<file path="src/rtl/pipe_hazard_ctrl_pkg.sv">
// -----------------------------------------------------------------------------
// pipe_hazard_ctrl_pkg
// Shared definitions for the pipeline hazard controller: FSM state encoding,
// register-index width and the x0 index, which never carries a dependency.
// -----------------------------------------------------------------------------
package pipe_hazard_ctrl_pkg;

    localparam int REG_IDX_W = 5;
    localparam logic [REG_IDX_W-1:0] REG_X0 = '0;

    typedef enum logic [1:0] {
        ST_RUN      = 2'd0,
        ST_MEM_WAIT = 2'd1,
        ST_HALTED   = 2'd2
    } state_t;

endpackage

</file>
<file path="src/rtl/pipe_hazard_ctrl_if.sv">
// -----------------------------------------------------------------------------
// pipe_hazard_ctrl_if
// Bundle between the pipeline datapath and the hazard controller.
//   master : pipeline side, drives hazard sources and reads stage controls
//   slave  : controller side, reads hazard sources and drives stage controls
// Signals:
//   d_rs1/d_rs2, d_rs1_used/d_rs2_used : source operands of the D instruction
//   e_mem_rd, e_rd, e_mispredict       : load flag, destination, redirect of E
//   m_mem_req, dmem_ready              : data-memory handshake in M
//   w_commit, w_halt                   : commit/ebreak at W
//   f/d/e/m_stall, d/e/w_bubble        : per-stage hold / NOP-insert controls
//   dmem_req_valid, cpu_halted         : memory request strobe, halt status
//   commit_cnt, stall_cnt              : wrap-around statistics counters
// -----------------------------------------------------------------------------
interface pipe_hazard_ctrl_if
    import pipe_hazard_ctrl_pkg::*;
#(
    parameter int CNT_W = 32
) ();

    logic [REG_IDX_W-1:0] d_rs1;
    logic [REG_IDX_W-1:0] d_rs2;
    logic                 d_rs1_used;
    logic                 d_rs2_used;
    logic                 e_mem_rd;
    logic [REG_IDX_W-1:0] e_rd;
    logic                 e_mispredict;
    logic                 m_mem_req;
    logic                 dmem_ready;
    logic                 w_commit;
    logic                 w_halt;

    logic                 f_stall;
    logic                 d_stall;
    logic                 d_bubble;
    logic                 e_stall;
    logic                 e_bubble;
    logic                 m_stall;
    logic                 w_bubble;
    logic                 dmem_req_valid;
    logic                 cpu_halted;
    logic [CNT_W-1:0]     commit_cnt;
    logic [CNT_W-1:0]     stall_cnt;

    modport master (
        output d_rs1, d_rs2, d_rs1_used, d_rs2_used,
        output e_mem_rd, e_rd, e_mispredict,
        output m_mem_req, dmem_ready, w_commit, w_halt,
        input  f_stall, d_stall, d_bubble, e_stall, e_bubble, m_stall, w_bubble,
        input  dmem_req_valid, cpu_halted, commit_cnt, stall_cnt
    );

    modport slave (
        input  d_rs1, d_rs2, d_rs1_used, d_rs2_used,
        input  e_mem_rd, e_rd, e_mispredict,
        input  m_mem_req, dmem_ready, w_commit, w_halt,
        output f_stall, d_stall, d_bubble, e_stall, e_bubble, m_stall, w_bubble,
        output dmem_req_valid, cpu_halted, commit_cnt, stall_cnt
    );

endinterface

</file>
<file path="src/rtl/pipe_hazard_ctrl_hazard_detect.sv">
// -----------------------------------------------------------------------------
// pipe_hazard_ctrl_hazard_detect
// Purely combinational load-use comparator: flags when the instruction in D
// reads a register that the load currently in E has not yet produced.
// Ports:
//   i_d_rs1/i_d_rs2, i_d_rs1_used/i_d_rs2_used : D source operands
//   i_e_mem_rd, i_e_rd                         : E is a load, and its target
//   o_load_use                                 : raw load-use hazard
// -----------------------------------------------------------------------------
module pipe_hazard_ctrl_hazard_detect
    import pipe_hazard_ctrl_pkg::*;
(
    input  logic [REG_IDX_W-1:0] i_d_rs1,
    input  logic [REG_IDX_W-1:0] i_d_rs2,
    input  logic                 i_d_rs1_used,
    input  logic                 i_d_rs2_used,
    input  logic                 i_e_mem_rd,
    input  logic [REG_IDX_W-1:0] i_e_rd,
    output logic                 o_load_use
);

    logic w_rs1_hit;
    logic w_rs2_hit;

    assign w_rs1_hit = i_d_rs1_used && (i_d_rs1 == i_e_rd);
    assign w_rs2_hit = i_d_rs2_used && (i_d_rs2 == i_e_rd);

    // x0 is hard-wired to zero, so a load targeting it never creates a dependency.
    assign o_load_use = i_e_mem_rd && (i_e_rd != REG_X0) && (w_rs1_hit || w_rs2_hit);

endmodule

</file>
<file path="src/rtl/pipe_hazard_ctrl.sv">
// -----------------------------------------------------------------------------
// pipe_hazard_ctrl
// Central sequencer for regF/regD/regE/regM/regW. Produces per-stage stall and
// bubble controls from memory-wait, mispredict and load-use hazards (priority
// halt > memory wait > mispredict > load-use), tracks ebreak halt and keeps
// commit / memory-stall counters.
// Ports:
//   clk   : core clock
//   rst_n : synchronous active-low reset
//   bus   : pipe_hazard_ctrl_if.slave (hazard sources in, stage controls out)
// Stage controls are combinational and sampled by the pipeline registers on
// the same edge.
// -----------------------------------------------------------------------------
module pipe_hazard_ctrl
    import pipe_hazard_ctrl_pkg::*;
#(
    parameter int CNT_W = 32
) (
    input logic               clk,
    input logic               rst_n,
    pipe_hazard_ctrl_if.slave bus
);

    state_t           r_state;
    state_t           w_next_state;
    logic [CNT_W-1:0] r_commit_cnt;
    logic [CNT_W-1:0] r_stall_cnt;

    logic w_halted;
    logic w_req_valid;
    logic w_mstall;
    logic w_hold_all;
    logic w_load_use;
    logic w_misp_act;
    logic w_lu_act;
    logic w_halt_commit;

    pipe_hazard_ctrl_hazard_detect u_hazard_detect (
        .i_d_rs1      (bus.d_rs1),
        .i_d_rs2      (bus.d_rs2),
        .i_d_rs1_used (bus.d_rs1_used),
        .i_d_rs2_used (bus.d_rs2_used),
        .i_e_mem_rd   (bus.e_mem_rd),
        .i_e_rd       (bus.e_rd),
        .o_load_use   (w_load_use)
    );

    // -------------------------------------------------------------------------
    // Hazard resolution
    // -------------------------------------------------------------------------
    assign w_halted      = (r_state == ST_HALTED);
    assign w_halt_commit = bus.w_commit && bus.w_halt;

    // The request simply follows M; since M is frozen while the request is
    // outstanding, it is held until dmem_ready is seen.
    assign w_req_valid = rst_n && !w_halted && bus.m_mem_req;
    assign w_mstall    = w_req_valid && !bus.dmem_ready;

    // Halted and memory-wait freeze the whole pipe identically.
    assign w_hold_all = rst_n && (w_halted || w_mstall);

    // A mispredict seen during a freeze persists because E is held, so it is
    // acted on once the freeze lifts. It outranks load-use since D is wrong-path.
    assign w_misp_act = rst_n && !w_hold_all && bus.e_mispredict;
    assign w_lu_act   = rst_n && !w_hold_all && !bus.e_mispredict && w_load_use;

    assign bus.f_stall        = w_hold_all || w_lu_act;
    assign bus.d_stall        = w_hold_all || w_lu_act;
    assign bus.d_bubble       = w_misp_act;
    assign bus.e_stall        = w_hold_all;
    assign bus.e_bubble       = w_misp_act || w_lu_act;
    assign bus.m_stall        = w_hold_all;
    assign bus.w_bubble       = w_hold_all;
    assign bus.dmem_req_valid = w_req_valid;
    assign bus.cpu_halted     = rst_n && w_halted;
    assign bus.commit_cnt     = r_commit_cnt;
    assign bus.stall_cnt      = r_stall_cnt;

    // -------------------------------------------------------------------------
    // FSM
    // -------------------------------------------------------------------------
    // NOTE: reset is sampled only on the clock edge (synchronous), so it lives
    // inside the clocked branch rather than in the sensitivity list.
    always_ff @(posedge clk) begin
        // NOTE: sequential state uses non-blocking assignments so every
        // register samples pre-edge values regardless of block ordering.
        if (!rst_n) begin
            r_state <= ST_RUN;
        end else begin
            r_state <= w_next_state;
        end
    end

    always_comb begin
        // NOTE: default first, so every path assigns and no latch is inferred.
        w_next_state = r_state;
        unique case (r_state)
            ST_RUN: begin
                if (w_halt_commit) begin
                    w_next_state = ST_HALTED;
                end else if (bus.m_mem_req && !bus.dmem_ready) begin
                    w_next_state = ST_MEM_WAIT;
                end
            end
            ST_MEM_WAIT: begin
                if (w_halt_commit) begin
                    w_next_state = ST_HALTED;
                end else if (bus.dmem_ready) begin
                    w_next_state = ST_RUN;
                end
            end
            ST_HALTED: begin
                w_next_state = ST_HALTED;
            end
            default: begin
                w_next_state = ST_RUN;
            end
        endcase
    end

    // -------------------------------------------------------------------------
    // Counters (wrap modulo 2^CNT_W); the halting instruction is itself counted.
    // -------------------------------------------------------------------------
    always_ff @(posedge clk) begin
        if (!rst_n) begin
            r_commit_cnt <= '0;
            r_stall_cnt  <= '0;
        end else begin
            if (bus.w_commit && !w_halted) begin
                r_commit_cnt <= r_commit_cnt + CNT_W'(1);
            end
            if (w_mstall) begin
                r_stall_cnt <= r_stall_cnt + CNT_W'(1);
            end
        end
    end

endmodule
</file>
<file path="src/flat_wrapper.sv">
// flat-port wrapper written by rule: the top's interface ports become plain ports
module pipe_hazard_ctrl_flat import pipe_hazard_ctrl_pkg::*;
#(
    parameter int CNT_W = 32
)
  (clk, rst_n, bus_d_rs1, bus_d_rs2, bus_d_rs1_used, bus_d_rs2_used, bus_e_mem_rd, bus_e_rd, bus_e_mispredict, bus_m_mem_req, bus_dmem_ready, bus_w_commit, bus_w_halt, bus_f_stall, bus_d_stall, bus_d_bubble, bus_e_stall, bus_e_bubble, bus_m_stall, bus_w_bubble, bus_dmem_req_valid, bus_cpu_halted, bus_commit_cnt, bus_stall_cnt);
  pipe_hazard_ctrl_if #(.CNT_W(CNT_W)) bus_i ();
  input logic clk;
  input logic rst_n;
  input wire logic [$bits(bus_i.d_rs1)-1:0] bus_d_rs1;
  input wire logic [$bits(bus_i.d_rs2)-1:0] bus_d_rs2;
  input wire logic [$bits(bus_i.d_rs1_used)-1:0] bus_d_rs1_used;
  input wire logic [$bits(bus_i.d_rs2_used)-1:0] bus_d_rs2_used;
  input wire logic [$bits(bus_i.e_mem_rd)-1:0] bus_e_mem_rd;
  input wire logic [$bits(bus_i.e_rd)-1:0] bus_e_rd;
  input wire logic [$bits(bus_i.e_mispredict)-1:0] bus_e_mispredict;
  input wire logic [$bits(bus_i.m_mem_req)-1:0] bus_m_mem_req;
  input wire logic [$bits(bus_i.dmem_ready)-1:0] bus_dmem_ready;
  input wire logic [$bits(bus_i.w_commit)-1:0] bus_w_commit;
  input wire logic [$bits(bus_i.w_halt)-1:0] bus_w_halt;
  output wire logic [$bits(bus_i.f_stall)-1:0] bus_f_stall;
  output wire logic [$bits(bus_i.d_stall)-1:0] bus_d_stall;
  output wire logic [$bits(bus_i.d_bubble)-1:0] bus_d_bubble;
  output wire logic [$bits(bus_i.e_stall)-1:0] bus_e_stall;
  output wire logic [$bits(bus_i.e_bubble)-1:0] bus_e_bubble;
  output wire logic [$bits(bus_i.m_stall)-1:0] bus_m_stall;
  output wire logic [$bits(bus_i.w_bubble)-1:0] bus_w_bubble;
  output wire logic [$bits(bus_i.dmem_req_valid)-1:0] bus_dmem_req_valid;
  output wire logic [$bits(bus_i.cpu_halted)-1:0] bus_cpu_halted;
  output wire logic [$bits(bus_i.commit_cnt)-1:0] bus_commit_cnt;
  output wire logic [$bits(bus_i.stall_cnt)-1:0] bus_stall_cnt;
  assign bus_i.d_rs1 = bus_d_rs1;
  assign bus_i.d_rs2 = bus_d_rs2;
  assign bus_i.d_rs1_used = bus_d_rs1_used;
  assign bus_i.d_rs2_used = bus_d_rs2_used;
  assign bus_i.e_mem_rd = bus_e_mem_rd;
  assign bus_i.e_rd = bus_e_rd;
  assign bus_i.e_mispredict = bus_e_mispredict;
  assign bus_i.m_mem_req = bus_m_mem_req;
  assign bus_i.dmem_ready = bus_dmem_ready;
  assign bus_i.w_commit = bus_w_commit;
  assign bus_i.w_halt = bus_w_halt;
  assign bus_f_stall = bus_i.f_stall;
  assign bus_d_stall = bus_i.d_stall;
  assign bus_d_bubble = bus_i.d_bubble;
  assign bus_e_stall = bus_i.e_stall;
  assign bus_e_bubble = bus_i.e_bubble;
  assign bus_m_stall = bus_i.m_stall;
  assign bus_w_bubble = bus_i.w_bubble;
  assign bus_dmem_req_valid = bus_i.dmem_req_valid;
  assign bus_cpu_halted = bus_i.cpu_halted;
  assign bus_commit_cnt = bus_i.commit_cnt;
  assign bus_stall_cnt = bus_i.stall_cnt;
  pipe_hazard_ctrl #(.CNT_W(CNT_W)) u_core (.clk(clk), .rst_n(rst_n), .bus(bus_i));
endmodule
</file>
<file path="config.mk">
export PLATFORM = sky130hd
export DESIGN_NAME = pipe_hazard_ctrl_flat
export DESIGN_NICKNAME = d
export VERILOG_FILES = /design/src/rtl/pipe_hazard_ctrl_pkg.sv /design/src/rtl/pipe_hazard_ctrl_if.sv /design/src/rtl/pipe_hazard_ctrl_hazard_detect.sv /design/src/rtl/pipe_hazard_ctrl.sv /design/src/flat_wrapper.sv
export SDC_FILE = /design/constraint.sdc
export NUM_CORES = 1
export LEC_CHECK = 0
export BUFFER_PORTS_ARGS = -buffer_cell sky130_fd_sc_hd__clkbuf_2
export CELL_PAD_IN_SITES_DETAIL_PLACEMENT = 1
export CELL_PAD_IN_SITES_GLOBAL_PLACEMENT = 2
export CORE_ASPECT_RATIO = 0.8
export CORE_MARGIN = 3
export CORE_UTILIZATION = 32
export CTS_CLUSTER_SIZE = 12
export DETAILED_ROUTE_END_ITERATION = 16
export PLACE_DENSITY = 0.84
export SLEW_MARGIN = 20
export SYNTH_ARGS = -nofsm -noshare
export SYNTH_HDL_FRONTEND = slang
export SYNTH_SLANG_ARGS = --single-unit
export TNS_END_PERCENT = 1
</file>
<file path="constraint.sdc">
create_clock -name clk -period 3.6 [get_ports clk]
set_input_delay 0.36 -clock clk [delete_from_list [all_inputs] [get_ports clk]]
set_output_delay 0.36 -clock clk [all_outputs]
set_load 0.05 [all_outputs]
</file>
==> results of run 1 <==
==> final cells by class <==
class	count	area [µm²]	area share
multi-input cells	304	1960	0.457
flip-flops and latches	66	1320	0.307
repair buffers	99	500	0.116
clock buffers	14	264	0.0614
well taps	140	175	0.0407
inverters	11	41.3	0.00960
clock inverters	2	35.0	0.00815
==> layer usage <==
| layer | global-route usage | vias to the layer above | wire [µm] |
|---|---|---|---|
| met5 | 0 | - | 0 |
| met4 | 0.0396 | 0 | 92 |
| met3 | 0.0470 | 9 | 376 |
| met2 | 0.304 | 59 | 5090 |
| met1 | 0.219 | 1722 | 4870 |
| li1 | - | 1724 | - |
==> state kept, by name (all words and copies together), names as in the netlist <==
signal / flops
u_core.bus.stall_cnt: 32
u_core.bus.commit_cnt: 32
u_core.r_state: 2
==> path summary, 6_finish.rpt <==
path	from	endpoint	slack, ns	depth (start not counted)
max	u_core.r_state[0]	u_core.bus.commit_cnt[13]	1.03	4
min	bus_dmem_ready	u_core.r_state[0]	0.25	2
max reg2reg	u_core.r_state[0]	u_core.bus.commit_cnt[13]	1.03	4
min reg2reg	u_core.r_state[1]	u_core.r_state[0]	0.47	1
==> layout by cell type, fill, tap and decap left out, drive strengths merged, types with 2 or more instances in the layout <==
master	netlist	layout
and3	7	7
nand3	14	14
o31ai	19	19
ha	2	2
dfxtp	66	66
buf	8	2
or3	12	12
nand2	31	31
nor2	18	18
and4	7	7
o21ai	14	14
xnor2	5	5
nand2b	20	20
and2	4	4
o41ai	13	13
nor2b	2	2
or4	25	25
mux2i	8	8
xor2	18	18
a21oi	31	31
nand4	25	25
inv	11	11
nor4	12	12
clkbuf	20	111
o311ai	12	12
==> per-stage QoR <==
| step | cells | power, µW | utilization | setup slack, ns | cell area [µm²] |
|---|---|---|---|---|---|
| 2_1_floorplan | 409 | 844 | - | 0.168 | 3450 |
| 3_3_place_gp | 620 | 878 | 0.386 | 1.20 | 4000 |
| 3_5_place_dp | 620 | 882 | 0.386 | 1.07 | 4000 |
| 4_1_cts | 636 | 1760 | 0.415 | 1.06 | 4300 |
| 5_1_grt | 636 | 1820 | 0.415 | 0.800 | 4300 |
| 6_report | 636 | 1740 | 0.415 | 1.03 | 4300 |
==> critical path: cells and delay by family (launching register included) <==
kind / cells / cell delay, ns
AND/OR/NAND/NOR: 3 / 2.01
flip-flops: 1 / 0.34
AO/OA/AOI/OAI: 1 / 0.15
==> power by group through the flow <==
stage                     sequential [µW]  clock [µW]  combinational (µW)
final                                 741         876                 124
after global routing                  741         939                 136
after CTS                             741         898                 125
after detailed placement              756           0                 125
after global placement                756           0                 122
after floorplan                       767           0                76.8
==> cell families after synthesis <==
logic type | synth area share
adders and majority gates | 0.00725
muxes | 0.0232
AOI/OAI and AO/OA | 0.175
DFF | 0.383
buffers and inverters | 0.0482
xor gates and xnor gates | 0.0584
and+or+nand+nor | 0.305
==> metrics.md, run 1 <==
| Metric | Value |
|---|---|
| Effective utilization at floorplan | `0.333` |
| Global-route usage over all layers | `0.176` |
| Aggregate routed wire length | `10400 µm` |
| Setup TNS | `0 ns` |
| Vias per Instance | `5.53` |
| Number of antenna repair diodes | `0` |
| Count of final max-slew check failures | `0` |
| Count of hold buffers inserted by post-cts repair | `0` |
| Synth Cell Area | `3450 µm²` |
| CTS max path bufs | `2` |
| Final hold slack | `0.245 ns` |
| Category of the worst setup path launch point | `flip-flop` |
| Net load switching power | `397 µW` |
| Power density over cell area | `405 nW/µm²` |
| Number of clock buffers inserted by TritonCTS | `9` |
| Total number of nets in the final design | `518` |
| Delay of the slowest cell on the worst path | `0.73 ns` |
| Largest clock skew in the final design | `0.00394 ns` |
| Max H-tree Level | `3` |
| Area of the die | `12100 µm²` |
| Net count after synthesis | `436` |
| Post-synth EDFFs | `0` |
| Yosys warning count | `0` |
| DIE HEIGHT | `98.9 µm` |
| Clock tree from TritonCTS | `built` |
| RSZ-0062 raised after global routing | `false` |
| Distinct cell type count after synthesis | `36` |
| Via count of the first global-routing pass | `3489` |
| Core Area | `10400 µm²` |
| Resized Gates After CTS | `0` |
| Post-DP HPWL | `7500 µm` |
| Gate Count Post-Synth | `409` |
| # port buffers | `97` |
| Fmax achieved | `389 MHz` |
| Filler Cell Count | `1254` |
| ANT nets after route | `0` |
| Final hold viol count | `0` |
| Total overflow reported by the global router | `0` |
| Site Rows | `33` |
| Syn Area/Cell | `8.44 µm²` |
| Pin count of the biggest net entering global routing | `49` |
| Area growth from synthesis to layout | `24.6%` |
| Start-to-end type of the worst setup path | `flip-flop to flip-flop` |
| Gpl congestion | `0.802` |
| Total setup buffers inserted after CTS | `0` |
| Arrival time at the worst endpoint | `2.83 ns` |
| Final clock period utilization by the worst path | `0.715` |
| Wire length of the first global-routing pass | `17300 µm` |
| Count leader, synth | `sky130_fd_sc_hd__dfxtp_1` |
| Fraction of registers with async set/reset | `0` |
| Total of endpoints with negative setup slack in the final report | `0` |
| Run status | `finished clean` |
| Leakage power | `0.00161 µW` |
| Number of DRC violations after detailed routing | `0` |
| Peak supply drop | `227 µV` |
| Number of primary I/O pins | `98` |
| Worst min-delay path category | `input pin to flip-flop` |
| Commonest cells in the netlist | `sky130_fd_sc_hd__dfxtp_1, sky130_fd_sc_hd__a21oi_1, sky130_fd_sc_hd__nand2_1` |
| Required time of the critical path | `3.85 ns` |
| Part of the total power dissipated in combinational logic | `0.071` |
| Routed wire per std cell | `16.4 µm` |
| Ordered list of cells on the worst path | `nand2b_1, nand4_1, or4_1, a21oi_1` |
| Synth Register Bits | `66` |
| Final period demand of the worst path | `2.57 ns` |
| Portion of synthesized cell area occupied by the leading cell type | `0.383` |
| Clock sink total | `66` |
| Clock input transition at the sequential cells of the worst setup and hold paths | `0.05 ns` |
| Fraction of layout instances using a drive strength above 1 | `0.230` |
| Clock network latency to the later pin of the worst-skew pair | `0.32 ns` |
| Headroom to the max-slew limit | `0.513` |
| Number of iterations in the first detailed-routing pass | `6` |
| Ys flop type | `sky130_fd_sc_hd__dfxtp_1` |
| Maximum net fanout on the critical path | `19` |
| Library cell contributing the largest single delay on the critical path | `sky130_fd_sc_hd__nand4_1` |
| Max capacitance violation total | `0` |
| Power Internal | `1340 µW` |
| Clock power share | `0.503` |
| Starting DRC count in detailed routing | `162` |
| Die X-Extent | `122 µm` |
| Sort of element at the end of the critical path | `flip-flop` |
| Antenna violations before repair | `0` |
| Switching Share | `0.228` |
| Actual transition at the worst max-transition pin | `0.728 ns` |
| Power share of the sequential group | `0.426` |
| Largest cells by area after synthesis | `sky130_fd_sc_hd__dfxtp_1, sky130_fd_sc_hd__or4_1, sky130_fd_sc_hd__xor2_1` |
| Most area-hungry cell type in the Yosys netlist | `sky130_fd_sc_hd__dfxtp_1` |
| Clock Tree Root | `sky130_fd_sc_hd__clkbuf_16` |
| Sequential cell area fraction in the yosys report | `0.383` |
| Count of vias placed by the detailed router | `3514` |
Note: power is estimated with default switching activity, not from simulation.
==> run 2: changes to the inputs <==
CORE_UTILIZATION = 27   (was 32)
PLACE_DENSITY = 0.76   (was 0.84)
clock period = 2.3 ns   (was 3.6 ns; I/O delays follow)
==> run 2 against run 1 <==
  * Setup slack got worse by 0.82 ns
  * Wire length grew 3.9%
  * Clock power increased by 56%
  * Worst hold slack got worse by 0.12 ns
  * Sequential share of layout area down 0.89 points
==> metrics.md, run 2 (synthesized netlist as in run 1, its figures left out) <==
| Metric | Value |
|---|---|
| Max H-tree Level | `3 (unchanged)` |
| Peak supply drop | `379 µV (+67%)` |
| Site Rows | `36 (+9.1%)` |
| Register area | `1320 µm² (unchanged)` |
| Final hold viol count | `0 (unchanged)` |
| # port buffers | `97 (unchanged)` |
| Top routing layer used | `met4` |
| DIE HEIGHT | `107 µm (+8.3%)` |
| Post-DP HPWL | `7850 µm (+4.6%)` |
| Met3 WL | `502 µm (+34%)` |
| Sort of element at the end of the critical path | `flip-flop` |
| ANT nets after route | `0 (unchanged)` |
| Post-Place Cells | `658 (+6.1%)` |
| Final period demand of the worst path | `2.10 ns (-0.475 ns)` |
| Delay of the slowest cell on the worst path | `0.71 ns (-0.02 ns)` |
| Clock input transition at the sequential cells of the worst setup and hold paths | `0.05 ns (about the same)` |
| Gpl congestion | `0.752 (-6.2%)` |
| Number of DRC violations after detailed routing | `0 (unchanged)` |
| Power density over cell area | `620 nW/µm² (+53%)` |
| Ordered list of cells on the worst path | `ha_1, nand2_1, or4_1, o311ai_0, o41ai_1` |
| Number of antenna repair diodes | `0 (unchanged)` |
| Total of endpoints with negative setup slack in the final report | `0 (unchanged)` |
| Headroom to the max-slew limit | `0.634 (+0.121)` |
| Fmax achieved | `477 MHz (+23%)` |
| Final clock period utilization by the worst path | `0.912 (+0.197)` |
| RSZ-0062 raised after global routing | `false` |
| Category of the worst setup path launch point | `flip-flop` |
| Wire length of the first global-routing pass | `18100 µm (+4.5%)` |
| Filler Cell Count | `1494 (+19%)` |
| Count of vias placed by the detailed router | `3542 (+0.80%)` |
| Maximum net fanout on the critical path | `10 (-9)` |
| Library cell contributing the largest single delay on the critical path | `sky130_fd_sc_hd__or4_1` |
| Clock sink total | `66 (unchanged)` |
| Worst min-delay path category | `input pin to flip-flop` |
| Clock tree from TritonCTS | `built` |
| Number of clock buffers inserted by TritonCTS | `9 (unchanged)` |
| Effective utilization at floorplan | `0.280 (-0.0534)` |
| Leakage power | `0.00166 µW (+3.3%)` |
| Design Area, Final | `4430 µm² (+3.0%)` |
| Die X-Extent | `132 µm (+8.4%)` |
| Multi-input gate area | `1990 µm² (+1.4%)` |
| Clock network latency to the later pin of the worst-skew pair | `0.33 ns (about the same)` |
| Core Area | `12300 µm² (+19%)` |
| Actual transition at the worst max-transition pin | `0.548 ns (-0.179 ns)` |
| Total number of nets in the final design | `525 (+1.4%)` |
| Placed cell areas | `4130 µm² (+3.3%)` |
| Most common library cell in the layout ignoring fill and taps | `sky130_fd_sc_hd__clkbuf_2` |
| Global-route usage over all layers | `0.154 (-0.0223)` |
| Fraction of layout instances using a drive strength above 1 | `0.250 (+0.0197)` |
| Total overflow reported by the global router | `0 (unchanged)` |
| Starting DRC count in detailed routing | `137 (-15%)` |
| Number of iterations in the first detailed-routing pass | `4 (-2)` |
| Arrival time at the worst endpoint | `2.29 ns (-0.54 ns)` |
| Largest clock skew in the final design | `0.00500 ns (+0.00106 ns)` |
| Pin count of the biggest net entering global routing | `49 (unchanged)` |
| Area of the die | `14200 µm² (+17%)` |
| Number of primary I/O pins | `98 (unchanged)` |
| Area growth from synthesis to layout | `28.3%` |
| Routed wire per std cell | `16.1 µm (-1.6%)` |
| Via count of the first global-routing pass | `3516 (+0.77%)` |
| Start-to-end type of the worst setup path | `flip-flop to flip-flop` |
| CTS max path bufs | `2 (unchanged)` |
| Clock Tree Root | `sky130_fd_sc_hd__clkbuf_16` |
| Commonest non-fill, non-tap cells in the layout | `sky130_fd_sc_hd__clkbuf_2, sky130_fd_sc_hd__dfxtp_1, sky130_fd_sc_hd__nand2_1, sky130_fd_sc_hd__a21oi_1` |
| Final standard cell count with taps included and fillers excluded | `672 (+5.7%)` |
| Vias per Instance | `5.27 (-4.6%)` |
| Required time of the critical path | `2.50 ns (-1.35 ns)` |
| Count of final max-slew check failures | `0 (unchanged)` |
| Antenna violations before repair | `0 (unchanged)` |
| Total length of routed met2 wires | `4940 µm (-2.8%)` |
| Aggregate routed wire length | `10800 µm (+3.9%)` |
| Max capacitance violation total | `0 (unchanged)` |
| Run status | `finished clean` |
| Met1 wire length | `5300 µm (+9.0%)` |
==> run 2: changes by cell type in the layout (fill, tap and decap cells not counted) <==
cell | before | now
sky130_fd_sc_hd__buf_4 | 2 | 9
sky130_fd_sc_hd__clkbuf_1 | 3 | 0
sky130_fd_sc_hd__buf_12 | 0 | 1
sky130_fd_sc_hd__clkbuf_2 | 97 | 96
sky130_fd_sc_hd__clkinv_2 | 1 | 2
sky130_fd_sc_hd__nor2b_1 | 2 | 1
sky130_fd_sc_hd__nor2b_2 | 0 | 1
sky130_fd_sc_hd__nor4b_1 | 1 | 0
sky130_fd_sc_hd__nor4b_2 | 0 | 1
sky130_fd_sc_hd__o41ai_1 | 13 | 12
sky130_fd_sc_hd__o41ai_4 | 0 | 1
==> run 2: per-layer routing <==
metal	up-vias	track usage
met3	8	0.0408
met4	0	0.0349
met5	-	0
met1	1724	0.208
li1	1730	-
met2	80	0.245
==> run 2: final timing paths <==
check	startpoint	endpoint	slack, ns	cells after the start
setup / recovery	u_core.bus.commit_cnt[0]	u_core.bus.commit_cnt[28]	0.20	5
hold / removal	bus_dmem_ready	u_core.r_state[0]	0.12	2
setup reg to reg	u_core.bus.commit_cnt[0]	u_core.bus.commit_cnt[28]	0.20	5
hold reg to reg	u_core.bus.commit_cnt[31]	u_core.bus.commit_cnt[31]	0.47	2
==> run 2: cell type report <==
class,instances,area share
timing repair buffer,106,0.128
sequential,66,0.298
clock inverter,3,0.00904
multi-input combinational,304,0.450
tap,171,0.0483
inverter,11,0.00932
clock buffer,11,0.0571
==> run 2: timing repair <==
action / in CTS / in global routing
gates resized for setup: 0 / 1
buffers inserted: 0 / 0
endpoints found under the setup margin: 0 / 2
hold buffers: 0 / 0
==> run 2: worst max-delay path: cells and delay by family, from the launching register on <==
| kind | cells | cell delay (ns) |
|---|---|---|
| AND/OR/NAND/NOR | 2 | 0.84 |
| flip-flops | 1 | 0.40 |
| adder cells (fa/ha/maj) | 1 | 0.21 |
| AO/OA/AOI/OAI | 2 | 0.51 |
==> run 2: power breakdown <==
part | leakage, µW | switching, µW | internal (µW)
Sequential | 0.000532 | 9.20 | 1150
Clock | 0.000147 | 492 | 882
Combinational | 0.000982 | 146 | 64.9
Total | 0.00166 | 646 | 2100
==> run 2: through the flow <==
stage	worst slack (ns)	power (µW)	util	TNS [ns]	hold slack (ns)
global route	0.0308	2850	0.359	0	0.139
floorplan	-0.0893	1330	-	-0.0893	0.308
CTS	0.100	2780	0.359	0	0.116
detailed placement	0.225	1400	0.335	0	0.462
finish	0.203	2740	0.359	0	0.124
global placement	0.309	1390	0.335	0	0.449
==> run 3: changes to the inputs <==
PLACE_DENSITY = default   (was 0.76)
PLACE_DENSITY_LB_ADDON = 0.05   (was default)
==> run 3 against run 2 <==
  * Global-route usage increased by 1.1 points
  * Worst hold slack improved by 0.0075 ns
  * Highest routed layer unchanged
  * Critical endpoint is now u_core.bus.stall_cnt[22]
  * First-iteration DRC count decreased by 25%
  * Design area increased by 1.1%
  * Sequential power about the same
  * Non-clock buffer count increased by 5
==> metrics.md, run 3 (synthesized netlist as in run 1, its figures left out) <==
| Metric | Value |
|---|---|
| RSZ-0062 raised after global routing | `false` |
| Area growth from synthesis to layout | `29.7%` |
| Gpl congestion | `0.761 (+1.3%)` |
| Count of final max-slew check failures | `0 (unchanged)` |
| Peak supply drop | `354 µV (-6.8%)` |
| Final clock period utilization by the worst path | `0.890 (-0.0220)` |
| Max capacitance violation total | `0 (unchanged)` |
| Vias per Instance | `5.32 (+0.90%)` |
| Final standard cell count with taps included and fillers excluded | `679 (+1.0%)` |
| Antenna violations before repair | `0 (unchanged)` |
| Number of DRC violations after detailed routing | `0 (unchanged)` |
| Power density over cell area | `603 nW/µm² (-2.7%)` |
| Depth of the worst register-to-register path | `4 (-1)` |
| Core Area | `12300 µm² (unchanged)` |
| Largest clock skew in the final design | `0.00609 ns (+0.00109 ns)` |
| Required time of the critical path | `2.55 ns (+0.05 ns)` |
| Run status | `finished clean` |
| # port buffers | `97 (unchanged)` |
| Number of iterations in the first detailed-routing pass | `4 (unchanged)` |
| Number of antenna repair diodes | `0 (unchanged)` |
| Setup TNS | `0 ns (unchanged)` |
| Clock network latency to the later pin of the worst-skew pair | `0.33 ns (about the same)` |
| Category of the worst setup path launch point | `flip-flop` |
| Starting DRC count in detailed routing | `103 (-25%)` |
| Start-to-end type of the worst setup path | `flip-flop to flip-flop` |
| Clock sink total | `66 (unchanged)` |
| Clock Tree Root | `sky130_fd_sc_hd__clkbuf_16` |
| Sort of element at the end of the critical path | `flip-flop` |
| Clock tree from TritonCTS | `built` |
| Die X-Extent | `132 µm (unchanged)` |
| Maximum net fanout on the critical path | `20 (+10)` |
| Clock input transition at the sequential cells of the worst setup and hold paths | `0.06 ns (about the same)` |
| Count of vias placed by the detailed router | `3611 (+1.9%)` |
| Area of the die | `14200 µm² (unchanged)` |
| Headroom to the max-slew limit | `0.627 (-0.00767)` |
| Pin count of the biggest net entering global routing | `48 (-2.0%)` |
| Register area | `1320 µm² (unchanged)` |
| Worst min-delay path category | `input pin to flip-flop` |
| Leakage power | `0.00169 µW (+1.5%)` |
| Final hold slack | `0.132 ns (+0.00746 ns)` |
| Count of hold buffers inserted by post-cts repair | `0 (unchanged)` |
| Routed wire per std cell | `16.6 µm (+2.8%)` |
| Global-route usage over all layers | `0.164 (+0.0107)` |
| Filler Cell Count | `1517 (+1.5%)` |
| Total number of nets in the final design | `530 (+0.95%)` |
| Site Rows | `36 (unchanged)` |
| Final period demand of the worst path | `2.05 ns (-0.0507 ns)` |
| Most common library cell in the layout ignoring fill and taps | `sky130_fd_sc_hd__clkbuf_2` |
| Arrival time at the worst endpoint | `2.30 ns (about the same)` |
| Post-DP HPWL | `8220 µm (+4.8%)` |
| R2r startpoint | `u_core.bus.stall_cnt[3]` |
| CTS max path bufs | `2 (unchanged)` |
| Fmax achieved | `489 MHz (+2.5%)` |
| Total overflow reported by the global router | `0 (unchanged)` |
| Via count of the first global-routing pass | `3629 (+3.2%)` |
| Aggregate routed wire length | `11200 µm (+3.9%)` |
| Commonest non-fill, non-tap cells in the layout | `sky130_fd_sc_hd__clkbuf_2, sky130_fd_sc_hd__dfxtp_1, sky130_fd_sc_hd__nand2_1, sky130_fd_sc_hd__a21oi_1, sky130_fd_sc_hd__nand4_1` |
| Worst r2r dst | `u_core.bus.stall_cnt[22]` |
| DIE HEIGHT | `107 µm (unchanged)` |
| Start point of the worst hold path | `bus_dmem_ready` |
| ANT nets after route | `0 (unchanged)` |
| Cell depth of the worst min-delay path | `2 (unchanged)` |
| Actual transition at the worst max-transition pin | `0.560 ns (+0.0115 ns)` |
| Wire length of the first global-routing pass | `19100 µm (+5.4%)` |
| Max H-tree Level | `3 (unchanged)` |
| Final hold viol count | `0 (unchanged)` |
| Number of clock buffers inserted by TritonCTS | `9 (unchanged)` |
| Effective utilization at floorplan | `0.280 (unchanged)` |
| Number of primary I/O pins | `98 (unchanged)` |
| Multi-input gate area | `1990 µm² (+0.19%)` |
| Worst-case hold path end point | `u_core.r_state[0]` |
| Fraction of layout instances using a drive strength above 1 | `0.258 (+0.00837)` |
| Total of endpoints with negative setup slack in the final report | `0 (unchanged)` |
| Post-Place Cells | `663 (+0.76%)` |
| Setup slack of the worst register-to-register path | `0.25 ns (+0.05 ns)` |
==> run 3: changes by cell type in the layout (fill, tap and decap cells not counted), sizes merged <==
cell	delta
bufinv	-1
buf	+6
clkbuf	+2
==> run 3: per-stage QoR <==
step / power [µW] / cell area, µm² / util / setup WS (ns)
after CTS: 2750 / 4470 / 0.362 / 0.0769
after detailed placement: 1400 / 4190 / 0.339 / 0.230
after floorplan: 1330 / 3480 / - / -0.0893
after global routing: 2820 / 4480 / 0.363 / 0.0780
after global placement: 1400 / 4190 / 0.339 / 0.296
final: 2700 / 4480 / 0.363 / 0.253
==> run 3: repair_timing <==
| action | CTS | global route |
|---|---|---|
| hold endpoints to repair | 0 | 0 |
| setup buffers | 0 | 0 |
| resized for setup | 0 | 2 |
| endpoints found under the setup margin | 0 | 5 |
==> run 3: report_power, final <==
group | switching, µW | total (µW) | internal (µW)
clock | 506 | 1320 | 816
combinational | 148 | 217 | 69.7
sequential | 8.54 | 1160 | 1150
total | 662 | 2700 | 2040
==> run 3: final cells by class <==
type,instances,area share
Multi-Input combinational cell,304,0.446
Sequential cell,66,0.295
Timing Repair Buffer,111,0.139
Clock buffer,14,0.0612
Tap cell,171,0.0478
Inverter,11,0.00923
Clock inverter,2,0.00224
==> run 3: critical path, stage by stage, from the launching register on <==
cell and delay, ns:
sky130_fd_sc_hd__dfxtp_1 0.43, sky130_fd_sc_hd__nand4_1 0.18, sky130_fd_sc_hd__or4_4 0.70, sky130_fd_sc_hd__or4_1 0.50, sky130_fd_sc_hd__a21oi_1 0.16
==> run 3: worst max path at each step <==
stage	from	depth (start not counted)	endpoint
2_1_floorplan	u_core.r_state[1]	4	bus_e_bubble
3_3_place_gp	u_core.bus.commit_cnt[15]	4	u_core.bus.commit_cnt[30]
6_report	u_core.bus.stall_cnt[3]	4	u_core.bus.stall_cnt[22]
3_5_place_dp	u_core.bus.commit_cnt[16]	4	u_core.bus.commit_cnt[30]
5_1_grt	u_core.bus.stall_cnt[12]	4	u_core.bus.stall_cnt[22]
4_1_cts	u_core.r_state[1]	4	bus_f_stall
==> run 3: routing by layer <==
metal / up-vias / routed length [µm] / global-route usage
met2: 85 / 4800 / 0.245
li1: 1755 / - / -
met1: 1759 / 5630 / 0.226
met4: 0 / 160 / 0.0564
met5: - / 0 / 0
met3: 12 / 663 / 0.0483
